File: src/rtl/lsu_pkg.sv
`default_nettype none
// ============================================================================
// Module   : lsu_pkg
// Brief    : Shared types and constants for the load/store sequencer:
//            funct3 encodings, FSM state type, fault causes and the
//            request fault classifier.
// Revision : 1.0 - initial release
// ============================================================================
package lsu_pkg;

    // Controller states
    typedef enum logic [1:0] {
        IDLE = 2'd0,
        REQ  = 2'd1,
        WAIT = 2'd2,
        RESP = 2'd3
    } lsu_state_t;

    // RV32 load funct3 encodings
    localparam logic [2:0] LB  = 3'b000;
    localparam logic [2:0] LH  = 3'b001;
    localparam logic [2:0] LW  = 3'b010;
    localparam logic [2:0] LBU = 3'b100;
    localparam logic [2:0] LHU = 3'b101;

    // RV32 store funct3 encodings
    localparam logic [2:0] SB  = 3'b000;
    localparam logic [2:0] SH  = 3'b001;
    localparam logic [2:0] SW  = 3'b010;

    // Access size field (funct3[1:0])
    localparam logic [1:0] SIZE_BYTE = 2'b00;
    localparam logic [1:0] SIZE_HALF = 2'b01;
    localparam logic [1:0] SIZE_WORD = 2'b10;

    // Response cause codes
    localparam logic [1:0] CAUSE_NONE     = 2'd0;
    localparam logic [1:0] CAUSE_MISALIGN = 2'd1;
    localparam logic [1:0] CAUSE_ILLEGAL  = 2'd2;
    localparam logic [1:0] CAUSE_TIMEOUT  = 2'd3;

    // Stores only know SB/SH/SW; loads reject 011, 110 and 111.
    function automatic logic funct3_illegal(input logic we, input logic [2:0] funct3);
        logic illegal;
        if (we) begin
            illegal = !((funct3 == SB) || (funct3 == SH) || (funct3 == SW));
        end else begin
            illegal = (funct3 == 3'b011) || (funct3 == 3'b110) || (funct3 == 3'b111);
        end
        return illegal;
    endfunction

    // Halfwords need an even address, words a 4-byte aligned one.
    function automatic logic addr_misaligned(input logic [2:0] funct3, input logic [1:0] offset);
        logic mis;
        case (funct3[1:0])
            SIZE_HALF: mis = offset[0];
            SIZE_WORD: mis = (offset != 2'b00);
            default:   mis = 1'b0;
        endcase
        return mis;
    endfunction

    // Illegal funct3 outranks misalignment.
    function automatic logic [1:0] fault_cause(input logic we, input logic [2:0] funct3,
                                               input logic [1:0] offset);
        logic [1:0] cause;
        if (funct3_illegal(we, funct3)) begin
            cause = CAUSE_ILLEGAL;
        end else if (addr_misaligned(funct3, offset)) begin
            cause = CAUSE_MISALIGN;
        end else begin
            cause = CAUSE_NONE;
        end
        return cause;
    endfunction

endpackage
`default_nettype wire

File: src/rtl/lsu_mem_ctrl_if.sv
`default_nettype none
// ============================================================================
// Module   : lsu_core_if / lsu_mem_if
// Brief    : Core-side request/response bundle and memory-side port bundle
//            of the load/store sequencer. The core is master of
//            lsu_core_if; the sequencer is master of lsu_mem_if.
// Revision : 1.0 - initial release
// ============================================================================
interface lsu_core_if;
    import lsu_pkg::*;

    logic        req_valid;
    logic        req_ready;
    logic        req_we;
    logic [2:0]  req_funct3;
    logic [31:0] req_addr;
    logic [31:0] req_wdata;
    logic        resp_valid;
    logic [31:0] resp_rdata;
    logic        resp_err;
    logic [1:0]  resp_cause;

    modport master (
        output req_valid, req_we, req_funct3, req_addr, req_wdata,
        input  req_ready, resp_valid, resp_rdata, resp_err, resp_cause
    );

    modport slave (
        input  req_valid, req_we, req_funct3, req_addr, req_wdata,
        output req_ready, resp_valid, resp_rdata, resp_err, resp_cause
    );
endinterface

interface lsu_mem_if;
    import lsu_pkg::*;

    logic        mem_req;
    logic        mem_gnt;
    logic        mem_we;
    logic [31:0] mem_addr;
    logic [3:0]  mem_be;
    logic [31:0] mem_wdata;
    logic        mem_rvalid;
    logic [31:0] mem_rdata;

    modport master (
        output mem_req, mem_we, mem_addr, mem_be, mem_wdata,
        input  mem_gnt, mem_rvalid, mem_rdata
    );

    modport slave (
        input  mem_req, mem_we, mem_addr, mem_be, mem_wdata,
        output mem_gnt, mem_rvalid, mem_rdata
    );
endinterface
`default_nettype wire

File: src/rtl/lsu_load_align.sv
`default_nettype none
// ============================================================================
// Module   : lsu_load_align
// Brief    : Combinational load extractor: selects the addressed byte or
//            halfword lane of a memory word and sign/zero-extends it.
// Revision : 1.0 - initial release
// ============================================================================
module lsu_load_align
    import lsu_pkg::*;
(
    input  wire logic [2:0]  i_funct3,
    input  wire logic [1:0]  i_offset,
    input  wire logic [31:0] i_word,
    output logic      [31:0] o_data
);

    logic [7:0]  w_byte;
    logic [15:0] w_half;

    // Lane select followed by extension according to the load type
    always_comb begin
        w_byte = i_word[{i_offset, 3'b000} +: 8];
        w_half = i_offset[1] ? i_word[31:16] : i_word[15:0];
        o_data = '0;
        case (i_funct3)
            LB:      o_data = {{24{w_byte[7]}}, w_byte};
            LH:      o_data = {{16{w_half[15]}}, w_half};
            LW:      o_data = i_word;
            LBU:     o_data = {24'h000000, w_byte};
            LHU:     o_data = {16'h0000, w_half};
            default: o_data = '0;
        endcase
    end

endmodule
`default_nettype wire

File: src/rtl/lsu_mem_ctrl.sv
`default_nettype none
// ============================================================================
// Module   : lsu_mem_ctrl
// Brief    : Load/store sequencer between the core memory stage and a
//            single word-wide memory port. One access in flight, alignment
//            and funct3 checking, byte enables, store lane shifting and
//            load extraction with a single registered response pulse.
//            Optional macro LSU_MEM_TIMEOUT_EN adds an access timeout that
//            aborts REQ/WAIT after TIMEOUT_CYCLES cycles with cause 3.
// Revision : 1.0 - initial release
// ============================================================================
module lsu_mem_ctrl
    import lsu_pkg::*;
#(
    parameter int TIMEOUT_CYCLES = 255,
    parameter int TO_WIDTH       = 8
) (
    input  wire logic   clk,
    input  wire logic   reset,
    lsu_core_if.slave   core,
    lsu_mem_if.master   mem
);

    lsu_state_t  r_state;
    logic        r_req_ready;
    logic        r_resp_valid;
    logic [31:0] r_resp_rdata;
    logic        r_resp_err;
    logic [1:0]  r_resp_cause;
    logic        r_mem_req;
    logic        r_mem_we;
    logic [31:0] r_mem_addr;
    logic [3:0]  r_mem_be;
    logic [31:0] r_mem_wdata;

    // Access context kept for the response phase
    logic        r_we;
    logic [2:0]  r_funct3;
    logic [1:0]  r_offset;

    logic [1:0]  w_offset;
    logic [1:0]  w_cause;
    logic [3:0]  w_be;
    logic [31:0] w_wdata;
    logic [31:0] w_load_data;
    logic        w_expire;

    // Fault classification, byte enables and lane-shifted store data for the incoming request
    always_comb begin
        w_offset = core.req_addr[1:0];
        w_cause  = fault_cause(core.req_we, core.req_funct3, w_offset);
        w_be     = 4'b0000;
        w_wdata  = '0;
        if (core.req_we) begin
            case (core.req_funct3[1:0])
                SIZE_BYTE: begin
                    w_be    = 4'b0001 << w_offset;
                    w_wdata = {24'h000000, core.req_wdata[7:0]} << {w_offset, 3'b000};
                end
                SIZE_HALF: begin
                    w_be    = 4'b0011 << w_offset;
                    w_wdata = {16'h0000, core.req_wdata[15:0]} << {w_offset, 3'b000};
                end
                default: begin
                    w_be    = 4'b1111;
                    w_wdata = core.req_wdata;
                end
            endcase
        end
    end

    lsu_load_align u_load_align (
        .i_funct3 (r_funct3),
        .i_offset (r_offset),
        .i_word   (mem.mem_rdata),
        .o_data   (w_load_data)
    );

`ifdef LSU_MEM_TIMEOUT_EN
    logic [TO_WIDTH-1:0] r_to_cnt;

    // Counter sits at zero in IDLE/RESP so it starts from zero on every entry to REQ
    always_ff @(posedge clk) begin
        if (reset) begin
            r_to_cnt <= '0;
        end else if ((r_state == REQ) || (r_state == WAIT)) begin
            r_to_cnt <= r_to_cnt + 1'b1;
        end else begin
            r_to_cnt <= '0;
        end
    end

    // Expiry is the cycle on which the count reaches TIMEOUT_CYCLES
    assign w_expire = ((r_state == REQ) || (r_state == WAIT)) &&
                      (r_to_cnt == TO_WIDTH'(TIMEOUT_CYCLES - 1));
`else
    logic w_unused_to_cfg;

    assign w_expire        = 1'b0;
    assign w_unused_to_cfg = (TIMEOUT_CYCLES > (1 << TO_WIDTH));
`endif

    // Sequencer FSM with all core and memory outputs registered
    always_ff @(posedge clk) begin
        if (reset) begin
            r_state      <= IDLE;
            r_req_ready  <= 1'b1;
            r_resp_valid <= 1'b0;
            r_resp_rdata <= '0;
            r_resp_err   <= 1'b0;
            r_resp_cause <= CAUSE_NONE;
            r_mem_req    <= 1'b0;
            r_mem_we     <= 1'b0;
            r_mem_addr   <= '0;
            r_mem_be     <= 4'b0000;
            r_mem_wdata  <= '0;
            r_we         <= 1'b0;
            r_funct3     <= 3'b000;
            r_offset     <= 2'b00;
        end else begin
            case (r_state)
                IDLE: begin
                    if (core.req_valid) begin
                        r_we        <= core.req_we;
                        r_funct3    <= core.req_funct3;
                        r_offset    <= w_offset;
                        r_req_ready <= 1'b0;
                        if (w_cause != CAUSE_NONE) begin
                            // Faulted request: answer directly, no memory traffic
                            r_state      <= RESP;
                            r_resp_valid <= 1'b1;
                            r_resp_err   <= 1'b1;
                            r_resp_cause <= w_cause;
                            r_resp_rdata <= '0;
                        end else begin
                            r_state     <= REQ;
                            r_mem_req   <= 1'b1;
                            r_mem_we    <= core.req_we;
                            r_mem_addr  <= {core.req_addr[31:2], 2'b00};
                            r_mem_be    <= w_be;
                            r_mem_wdata <= w_wdata;
                        end
                    end
                end

                REQ: begin
                    if (w_expire) begin
                        r_state      <= RESP;
                        r_mem_req    <= 1'b0;
                        r_mem_we     <= 1'b0;
                        r_mem_be     <= 4'b0000;
                        r_resp_valid <= 1'b1;
                        r_resp_err   <= 1'b1;
                        r_resp_cause <= CAUSE_TIMEOUT;
                        r_resp_rdata <= '0;
                    end else if (mem.mem_gnt) begin
                        r_state   <= WAIT;
                        r_mem_req <= 1'b0;
                        r_mem_we  <= 1'b0;
                        r_mem_be  <= 4'b0000;
                    end
                end

                WAIT: begin
                    // A response on the expiry cycle still completes normally
                    if (mem.mem_rvalid) begin
                        r_state      <= RESP;
                        r_resp_valid <= 1'b1;
                        r_resp_err   <= 1'b0;
                        r_resp_cause <= CAUSE_NONE;
                        r_resp_rdata <= r_we ? 32'h0 : w_load_data;
                    end else if (w_expire) begin
                        r_state      <= RESP;
                        r_resp_valid <= 1'b1;
                        r_resp_err   <= 1'b1;
                        r_resp_cause <= CAUSE_TIMEOUT;
                        r_resp_rdata <= '0;
                    end
                end

                RESP: begin
                    r_state      <= IDLE;
                    r_resp_valid <= 1'b0;
                    r_req_ready  <= 1'b1;
                end

                default: begin
                    r_state     <= IDLE;
                    r_req_ready <= 1'b1;
                    r_mem_req   <= 1'b0;
                end
            endcase
        end
    end

    assign core.req_ready  = r_req_ready;
    assign core.resp_valid = r_resp_valid;
    assign core.resp_rdata = r_resp_rdata;
    assign core.resp_err   = r_resp_err;
    assign core.resp_cause = r_resp_cause;

    assign mem.mem_req     = r_mem_req;
    assign mem.mem_we      = r_mem_we;
    assign mem.mem_addr    = r_mem_addr;
    assign mem.mem_be      = r_mem_be;
    assign mem.mem_wdata   = r_mem_wdata;

endmodule
`default_nettype wire

File: src/flat_wrapper.sv
// flat-port wrapper written by rule: the top's interface ports become plain ports
module lsu_mem_ctrl_flat import lsu_pkg::*;
#(
    parameter int TIMEOUT_CYCLES = 255,
    parameter int TO_WIDTH       = 8
)
  (clk, reset, core_req_valid, core_req_we, core_req_funct3, core_req_addr, core_req_wdata, core_req_ready, core_resp_valid, core_resp_rdata, core_resp_err, core_resp_cause, mem_mem_req, mem_mem_we, mem_mem_addr, mem_mem_be, mem_mem_wdata, mem_mem_gnt, mem_mem_rvalid, mem_mem_rdata);
  lsu_core_if core_i ();
  lsu_mem_if mem_i ();
  input  wire logic clk;
  input  wire logic reset;
  input wire logic [$bits(core_i.req_valid)-1:0] core_req_valid;
  input wire logic [$bits(core_i.req_we)-1:0] core_req_we;
  input wire logic [$bits(core_i.req_funct3)-1:0] core_req_funct3;
  input wire logic [$bits(core_i.req_addr)-1:0] core_req_addr;
  input wire logic [$bits(core_i.req_wdata)-1:0] core_req_wdata;
  output wire logic [$bits(core_i.req_ready)-1:0] core_req_ready;
  output wire logic [$bits(core_i.resp_valid)-1:0] core_resp_valid;
  output wire logic [$bits(core_i.resp_rdata)-1:0] core_resp_rdata;
  output wire logic [$bits(core_i.resp_err)-1:0] core_resp_err;
  output wire logic [$bits(core_i.resp_cause)-1:0] core_resp_cause;
  output wire logic [$bits(mem_i.mem_req)-1:0] mem_mem_req;
  output wire logic [$bits(mem_i.mem_we)-1:0] mem_mem_we;
  output wire logic [$bits(mem_i.mem_addr)-1:0] mem_mem_addr;
  output wire logic [$bits(mem_i.mem_be)-1:0] mem_mem_be;
  output wire logic [$bits(mem_i.mem_wdata)-1:0] mem_mem_wdata;
  input wire logic [$bits(mem_i.mem_gnt)-1:0] mem_mem_gnt;
  input wire logic [$bits(mem_i.mem_rvalid)-1:0] mem_mem_rvalid;
  input wire logic [$bits(mem_i.mem_rdata)-1:0] mem_mem_rdata;
  assign core_i.req_valid = core_req_valid;
  assign core_i.req_we = core_req_we;
  assign core_i.req_funct3 = core_req_funct3;
  assign core_i.req_addr = core_req_addr;
  assign core_i.req_wdata = core_req_wdata;
  assign core_req_ready = core_i.req_ready;
  assign core_resp_valid = core_i.resp_valid;
  assign core_resp_rdata = core_i.resp_rdata;
  assign core_resp_err = core_i.resp_err;
  assign core_resp_cause = core_i.resp_cause;
  assign mem_mem_req = mem_i.mem_req;
  assign mem_mem_we = mem_i.mem_we;
  assign mem_mem_addr = mem_i.mem_addr;
  assign mem_mem_be = mem_i.mem_be;
  assign mem_mem_wdata = mem_i.mem_wdata;
  assign mem_i.mem_gnt = mem_mem_gnt;
  assign mem_i.mem_rvalid = mem_mem_rvalid;
  assign mem_i.mem_rdata = mem_mem_rdata;
  lsu_mem_ctrl #(.TIMEOUT_CYCLES(TIMEOUT_CYCLES), .TO_WIDTH(TO_WIDTH)) u_core (.clk(clk), .reset(reset), .core(core_i), .mem(mem_i));
endmodule
File: config.mk
export PLATFORM = sky130hd
export DESIGN_NAME = lsu_mem_ctrl_flat
export DESIGN_NICKNAME = d
export VERILOG_FILES = /design/src/rtl/lsu_pkg.sv /design/src/rtl/lsu_mem_ctrl_if.sv /design/src/rtl/lsu_load_align.sv /design/src/rtl/lsu_mem_ctrl.sv /design/src/flat_wrapper.sv
export SDC_FILE = /design/constraint.sdc
export NUM_CORES = 1
export LEC_CHECK = 0
export ABC_AREA = 1
export CAP_MARGIN = 0
export CORE_MARGIN = 5
export CORE_UTILIZATION = 24
export CTS_BUF_LIST = sky130_fd_sc_hd__clkbuf_4
export DETAILED_ROUTE_END_ITERATION = 7
export PLACE_DENSITY = 0.47
export SLEW_MARGIN = 30
export SYNTH_ARGS = -nofsm -noshare
export SYNTH_HDL_FRONTEND = slang
export SYNTH_SLANG_ARGS = --single-unit
export TNS_END_PERCENT = 1
File: constraint.sdc
create_clock -name clk -period 2.3 [get_ports clk]
set_clock_uncertainty 0.1 [all_clocks]
set_input_delay 0.46 -clock clk [delete_from_list [all_inputs] [get_ports clk]]
set_output_delay 0.46 -clock clk [all_outputs]
set_load 0.01 [all_outputs]
## Word-level counts from Yosys, hierarchy flattened

Index checks and enable logic that the tools add are counted.

- Equality and inequality tests: 19
- Reductions and logical operators: 21
- Bitwise gates (word level): 2
- Mux-type cells: 44
- Shift operators: 5

Operators with widths:

| operator | count |
|---|---|
| 2-to-1 mux 32 bit | 5 |
| one-hot mux 32 bit (5 select lines) | 1 |
| one-hot mux 32 bit (2 select lines) | 2 |
| indexed part select 32 x 6 -> 8 bit | 1 |
| << shifter 16 x 5 -> 32 bit | 1 |
| << shifter 8 x 5 -> 32 bit | 1 |
| 2-to-1 mux 16 bit | 1 |
| 2-to-1 mux 2 bit | 8 |
| 2-to-1 mux 4 bit | 4 |
| one-hot mux 4 bit (2 select lines) | 2 |
| 2-to-1 mux 1 bit | 13 |
| equality test 3 bit, second input constant | 4 |
| AND reduction 4 bit | 3 |
| one-hot mux 1 bit (2 select lines) | 5 |
| nonzero test 2 bit | 5 |
| equality test 3 x 2 -> 1 bit, second input constant | 3 |
| != test 2 bit, second input constant | 4 |
| one-hot mux 2 bit (4 select lines) | 1 |
| equality test 2 bit, second input constant | 3 |
| equality test 3 x 1 -> 1 bit, second input constant | 2 |
| zero test 3 bit | 2 |
| AND reduction 3 bit | 2 |
| equality test 2 x 1 -> 1 bit, second input constant | 2 |
| zero test 2 bit | 2 |
| other kinds (9) | 14 |

- Register bits after elaboration: 113
- Output and inout port bits: 107

## Logic depth before layout (Yosys ltp)

Gate-level depths: netlist of run 1.

- Word-level depth: 12
- Depth in mapped cells: 13
- Depth with buffers taken out: 12

## Cells and area by module

A second synthesis of run 1 with hierarchy kept.

- Cells, all modules: 963
- Area, all modules: 6138.4 µm²

By module, submodules not included:

| module | times used | area each (µm²) | cells each | seq. area each (µm²) |
|---|---|---|---|---|
| lsu_mem_ctrl | 1 | 5238.8 | 756 | 2262.2 |
| lsu_load_align | 1 | 899.6 | 207 | 0.0 |

## Worst setup path before layout of run 1

Ideal clock, no wire load.

- Path kind: input-to-reg
- Start: input port core_req_funct3[0]
- End: register u_core.r_resp_rdata[12] (netlist: u_core.core.resp_rdata[12])
- Setup time: 0.128 ns
- Buffers on the path: 1
- Path slack: 0.314 ns
- Stages: 13
- Data arrival time: 1.758 ns
- Required time: 2.072 ns
- Cells stage by stage: inv_1 -> ha_1 -> nor2_4 -> nand2_1 -> nand2_1 -> nand2_2 -> nand3_4 -> nand3_4 -> buf_2 -> nand2_1 -> inv_2 -> nor2_1 -> nor2_1

- Longest elaborated chain between the ends: 9
- Elaborated cells between the ends (all ways): 21
- Those cells by class: eq/ne (8); mux (5); reduce/logical (8)

RTL lines:

| what | RTL line | source |
|---|---|---|
| start: declaration | flat_wrapper.sv:14 | `input wire logic [$bits(core_i.req_funct3)-1:0] core_req_funct3;` |
| parallel branches: the longest is 5 deep, another holds equality test 2 bit | -- |  |
| 2-to-1 mux 2 bit (*) | lsu_pkg.sv:68 | `if (funct3_illegal(we, funct3)) begin` |
| nonzero test 2 bit (*) | lsu_mem_ctrl.sv:128 | `if (w_cause != CAUSE_NONE) begin` |
| != test 2 x 1 -> 1 bit (no line) (*) | -- |  |
| AND reduction 4 bit (no line) (*) | -- |  |
| end signal: assignment | lsu_mem_ctrl.sv:171 | `r_resp_rdata <= r_we ? 32'h0 : w_load_data;` |
| end: declaration | lsu_mem_ctrl.sv:27 | `logic [31:0] r_resp_rdata;` |

Mark *: on every way between the ends. The select of a mux whose other input is x is not followed.
A chain may end at the register's enable or synchronous reset.

## Worst setup path after layout of run 1

- Start: register u_core.r_mem_wdata[10] (netlist: u_core.mem.mem_wdata[10])
- End: output port mem_mem_wdata[10]

RTL lines:

| what | RTL line | source |
|---|---|---|
| start: declaration | lsu_mem_ctrl.sv:34 | `logic [31:0] r_mem_wdata;` |
| start signal: assignment | lsu_mem_ctrl.sv:141 | `r_mem_wdata <= w_wdata;` |
| end: declaration | flat_wrapper.sv:26 | `output wire logic [$bits(mem_i.mem_wdata)-1:0] mem_mem_wdata;` |

No word-level cell between the ends.

==> Flow_metrics.wiki, run 1 <==
{| class="wikitable"
! Metric !! Value
|-
| GRT met1 Usage || 19.24%
|-
| TritonCTS clock tree || yes
|-
| Worst ir drop on vdd || slightly below 0.4 mV
|-
| Total negative slack for setup checks || 0 ps
|-
| Register clock-pin slew on the reported worst setup and hold paths || 110 ps
|-
| Clk buf depth || 2
|-
| Number of global-route vias before repair || about 6,300
|-
| Number of non-filler instances in the completed layout || roughly 1,500
|-
| Remaining routing DRC violations || 0
|-
| Cell type contributing the most total cell area after synthesis || dfxtp_1
|-
| Data arrival time at the worst-slack endpoint || about 1500 ps
|-
| Mean instance size in the synthesized netlist || 6.360 µm²
|-
| H-tree Lvls || 4
|-
| Max-capacitance violation count || 0
|-
| Pins over their slew limit || 0
|-
| Static Leakage || 3.756 nW
|-
| Initial Utilization || between 20% and 30%
|-
| Critical Path RT || 1740 ps
|-
| Total die area || roughly 28,000 µm²
|-
| Synth area leaders || dfxtp_1, nand2_1, nor2_1
|-
| Result of the run || finished clean
|-
| Minimum clock period after layout || 2039 ps
|-
| Final RePlAce weighted congestion || 0.8290
|-
| Post-synthesis sequential area ratio || 38.49%
|-
| CORE AREA || 24,250 µm²
|-
| Number of routed nets with antenna violations || 0
|-
| Cell area after synthesis || 5877 µm²
|-
| Async set-or-reset flop fraction in the synthesized netlist || 0%
|-
| Pin count of the biggest net entering global routing || 77
|-
| Highest fanout seen on the critical path || 2
|-
| Final nets || 1,264
|-
| Distinct cells, synth || 30
|-
| Leftover overflow at the end of global routing || 0
|-
| Flip-flop and latch count after synthesis || 113
|-
| Post-cts hold buffer count || 0
|-
| Total power divided by cell area || 785.1 nW/µm²
|-
| Endpoint class of the critical path || primary output
|-
| Part of the total power dissipated in sequential elements || 33.9%
|-
| PostCTS Resize Cnt || 0
|-
| Most instantiated library cell after synthesis || nand2_1
|-
| Fill cell total of the finished layout || 2,726
|-
| Count of buffer and inverter cells on the critical path || 1
|-
| Area added between synthesis and finish || 51.29%
|-
| Overall power after layout || between 0.006 and 0.007 W
|-
| Number of enable flip-flop cells after synthesis || 0
|-
| Die Ht || 166.5 µm
|-
| Library cell contributing the largest single delay on the critical path || clkdlybuf4s50_1
|-
| Proportion of total power due to net switching || 39.14%
|-
| Inserted Clock Buffers || 17
|-
| Most Used Layer, Global Route || met2
|-
| Ratio of cells with drive above 1 in the final layout || 9.114%
|-
| Count of pins on the block boundary || 212
|-
| Critical path start-end classification || reg2out
|-
| Stage delay of the slowest cell on the critical path || 610 ps
|-
| Clk_lat worst skew || 520 ps
|-
| Count of final setup violators || 0
|-
| Combinational cell fraction of total power || 44.2%
|-
| First-pass GRT wire length || 34.19 mm
|-
| Vias after detailed routing || between 6,000 and 7,000
|-
| Sinks on the clock net || 113
|-
| Pint || 0.004248 W
|-
| Drt initial violations || 355
|-
| Hold Slack || 298.4 ps
|-
| Yosys warns || 0
|-
| Vias per Instance || roughly 4.3
|-
| Most frequent cells after synthesis || nand2_1, nor2_1, dfxtp_1, a21oi_1, o21ai_0
|-
| Routed wire length || 21.63 mm
|-
| Series of cell instances along the critical path || clkdlybuf4s50_1
|-
| RSZ-0062 raised after global routing || no
|-
| Hold Vio Cnt, Final || 0
|-
| Kind of start point of the critical path || flop
|-
| M2 GR Usage || 24.21%
|-
| Drt pass-1 iters || 4
|-
| Period utilization || 88.63%
|-
| Hold/Removal Path Class || in2reg
|-
| Mapped Cells || 924
|-
| Count of buffers added by post-CTS timing repair for setup || 0
|-
| Switching power summed over all nets || 0.002732 W
|-
| Die width || roughly 170 µm
|-
| Most used flip-flop cell after synthesis || dfxtp_1
|-
| Half-perimeter wire length of the detailed placement result || 15.84 mm
|-
| All-layer global routing usage || between 15 and 20%
|-
| Max Fclk || 490.5 MHz
|-
| Antenna violations before repair || 3
|-
| Met3 global-route usage || 6.897%
|-
| Share of total power in the clock network || 21.8%
|-
| Avg WL per Cell || 14.53 µm
|-
| Number of buffer cells added on primary ports || between 200 and 250
|-
| Fraction of synthesized cell area taken by the top area cell type || 38.49%
|-
| Category of cells accounting for the largest share of critical-path delay || buffers and inverters
|-
| Number of standard-cell rows in the floorplan || 57
|-
| Root buffer selected by CTS || clkbuf_4
|-
| DP Cell Count || 1,456
|}
flip-flops by register name, summed over array words and instances (netlist names):
| register | count |
|---|---|
| u_core.r_we | 1 |
| u_core.r_state | 2 |
| u_core.mem.mem_we | 1 |
| u_core.mem.mem_addr | 30 |
| u_core.mem.mem_wdata | 32 |
| u_core.r_funct3 | 3 |
| u_core.core.resp_cause | 2 |
| u_core.core.resp_rdata | 32 |
| u_core.mem.mem_be | 4 |
| u_core.core.resp_err | 1 |
| u_core.r_offset | 2 |
| u_core.core.req_ready | 1 |
| u_core.mem.mem_req | 1 |
| u_core.core.resp_valid | 1 |
worst paths after layout:
kind                                          from                                       to  slack [ps]  cells past startpoint
max          u_core.mem.mem_wdata[10]$_SDFFE_PP0P_                        mem_mem_wdata[10]         260                      1
min                                          reset           u_core.r_state[1]$_SDFFE_PP0P_         300                      3
max reg2reg         u_core.r_state[0]$_SDFFE_PP0P_  u_core.core.resp_rdata[28]$_SDFFE_PP0P_         300                     11
min reg2reg      u_core.mem.mem_be[3]$_SDFFE_PP0P_        u_core.mem.mem_be[3]$_SDFFE_PP0P_         370                      2
layout make-up:
| class | instances | area, µm² | share of cell area (%) |
|---|---|---|---|
| antenna | 2 | 5.005 | 0.05629 |
| clock buffer | 18 | 135.1 | 1.520 |
| clock inverter | 13 | 138.9 | 1.562 |
| inverter | 75 | 284.0 | 3.194 |
| multi-input combinational | 687 | 3088 | 34.73 |
| sequential | 113 | 2262 | 25.44 |
| tap | 324 | 405.4 | 4.560 |
| timing repair buffer | 257 | 2572 | 28.93 |
power by group through the flow:
stage / clock network (W) / registers (W) / logic [W]
6_report: 0.00152 / 0.00237 / 0.00309
3_3_place_gp: 0 / 0.00242 / 0.00314
5_1_grt: 0.00169 / 0.00241 / 0.00344
3_5_place_dp: 0 / 0.00241 / 0.00314
2_1_floorplan: 0 / 0.00248 / 0.00165
4_1_cts: 0.00161 / 0.00237 / 0.00315
kinds of logic (layout without fill, tap and decap cells):
| logic type | count (synthesis) | in the layout | synth area share (%) |
|---|---|---|---|
| other | 1 | 4 | 0.06381 |
| AO/OA/AOI/OAI | 170 | 170 | 14.99 |
| AND/OR/NAND/NOR | 507 | 507 | 35.72 |
| adder cells (fa/ha/maj) | 8 | 8 | 1.703 |
| flip-flops | 113 | 113 | 38.49 |
| buffers and inverters | 125 | 363 | 9.027 |
layout by cell type, fill, tap and decap left out, types with 2 or more instances in the layout:
master           instances
clkdlybuf4s50_1        208
nand2_1                251
diode_2                  2
clkinv_1                 3
nor3_1                   5
inv_6                    2
nor2_2                   2
nand3_2                  2
clkinv_2                 2
buf_12                  10
bufinv_16                2
a21oi_1                 80
ha_1                     8
clkinv_4                 2
and2_1                  16
o21ai_0                 79
nand3_1                 21
dfxtp_1                113
clkinvlp_4               4
nor2_4                   5
nor2_1                 193
nand3_4                  2
inv_2                    5
inv_1                   67
o211ai_1                 8
conb_1                   2
nand2_2                  4
or2_2                    4
buf_4                   38
clkbuf_4                18
routing by layer:
layer / routed length, µm / share of wire, % / vias up
met1: 9779 / 45 / 2802
met4: 192 / 0.89 / 2
li1: - / - / 3345
met2: 9645 / 45 / 189
met5: 13 / 0.060 / -
met3: 1997 / 9.2 / 13
worst min-delay path, delay by kind of cell:
family / cells / cell delay [ps]
buffers and inverters: 2 / 300
AND/OR/NAND/NOR: 1 / 120
stage by stage:
step	cell area, µm²	util, %	setup WS (ps)
final	8891	36.67	261.4
after detailed placement	8612	35.52	-289.4
after CTS	8886	36.65	177.6
after floorplan	5881	-	314.1
after global placement	8612	35.52	-217.5
after global routing	8889	36.66	61.98
Power figures use the tool's default switching activity.
==> inputs of run 2 (changes only) <==
--- a/config.mk
+++ b/config.mk
@@ -12,7 +12,8 @@
 export CTS_BUF_LIST = sky130_fd_sc_hd__clkbuf_4
 export DETAILED_ROUTE_END_ITERATION = 7
 export PLACE_DENSITY = 0.47
-export SLEW_MARGIN = 30
+export SKIP_CTS_REPAIR_TIMING = 1
+export SLEW_MARGIN = 10
 export SYNTH_ARGS = -nofsm -noshare
 export SYNTH_HDL_FRONTEND = slang
 export SYNTH_SLANG_ARGS = --single-unit
==> results of run 2 <==
Same layout as run 1: the final DEF is identical, and so are final timing and power.
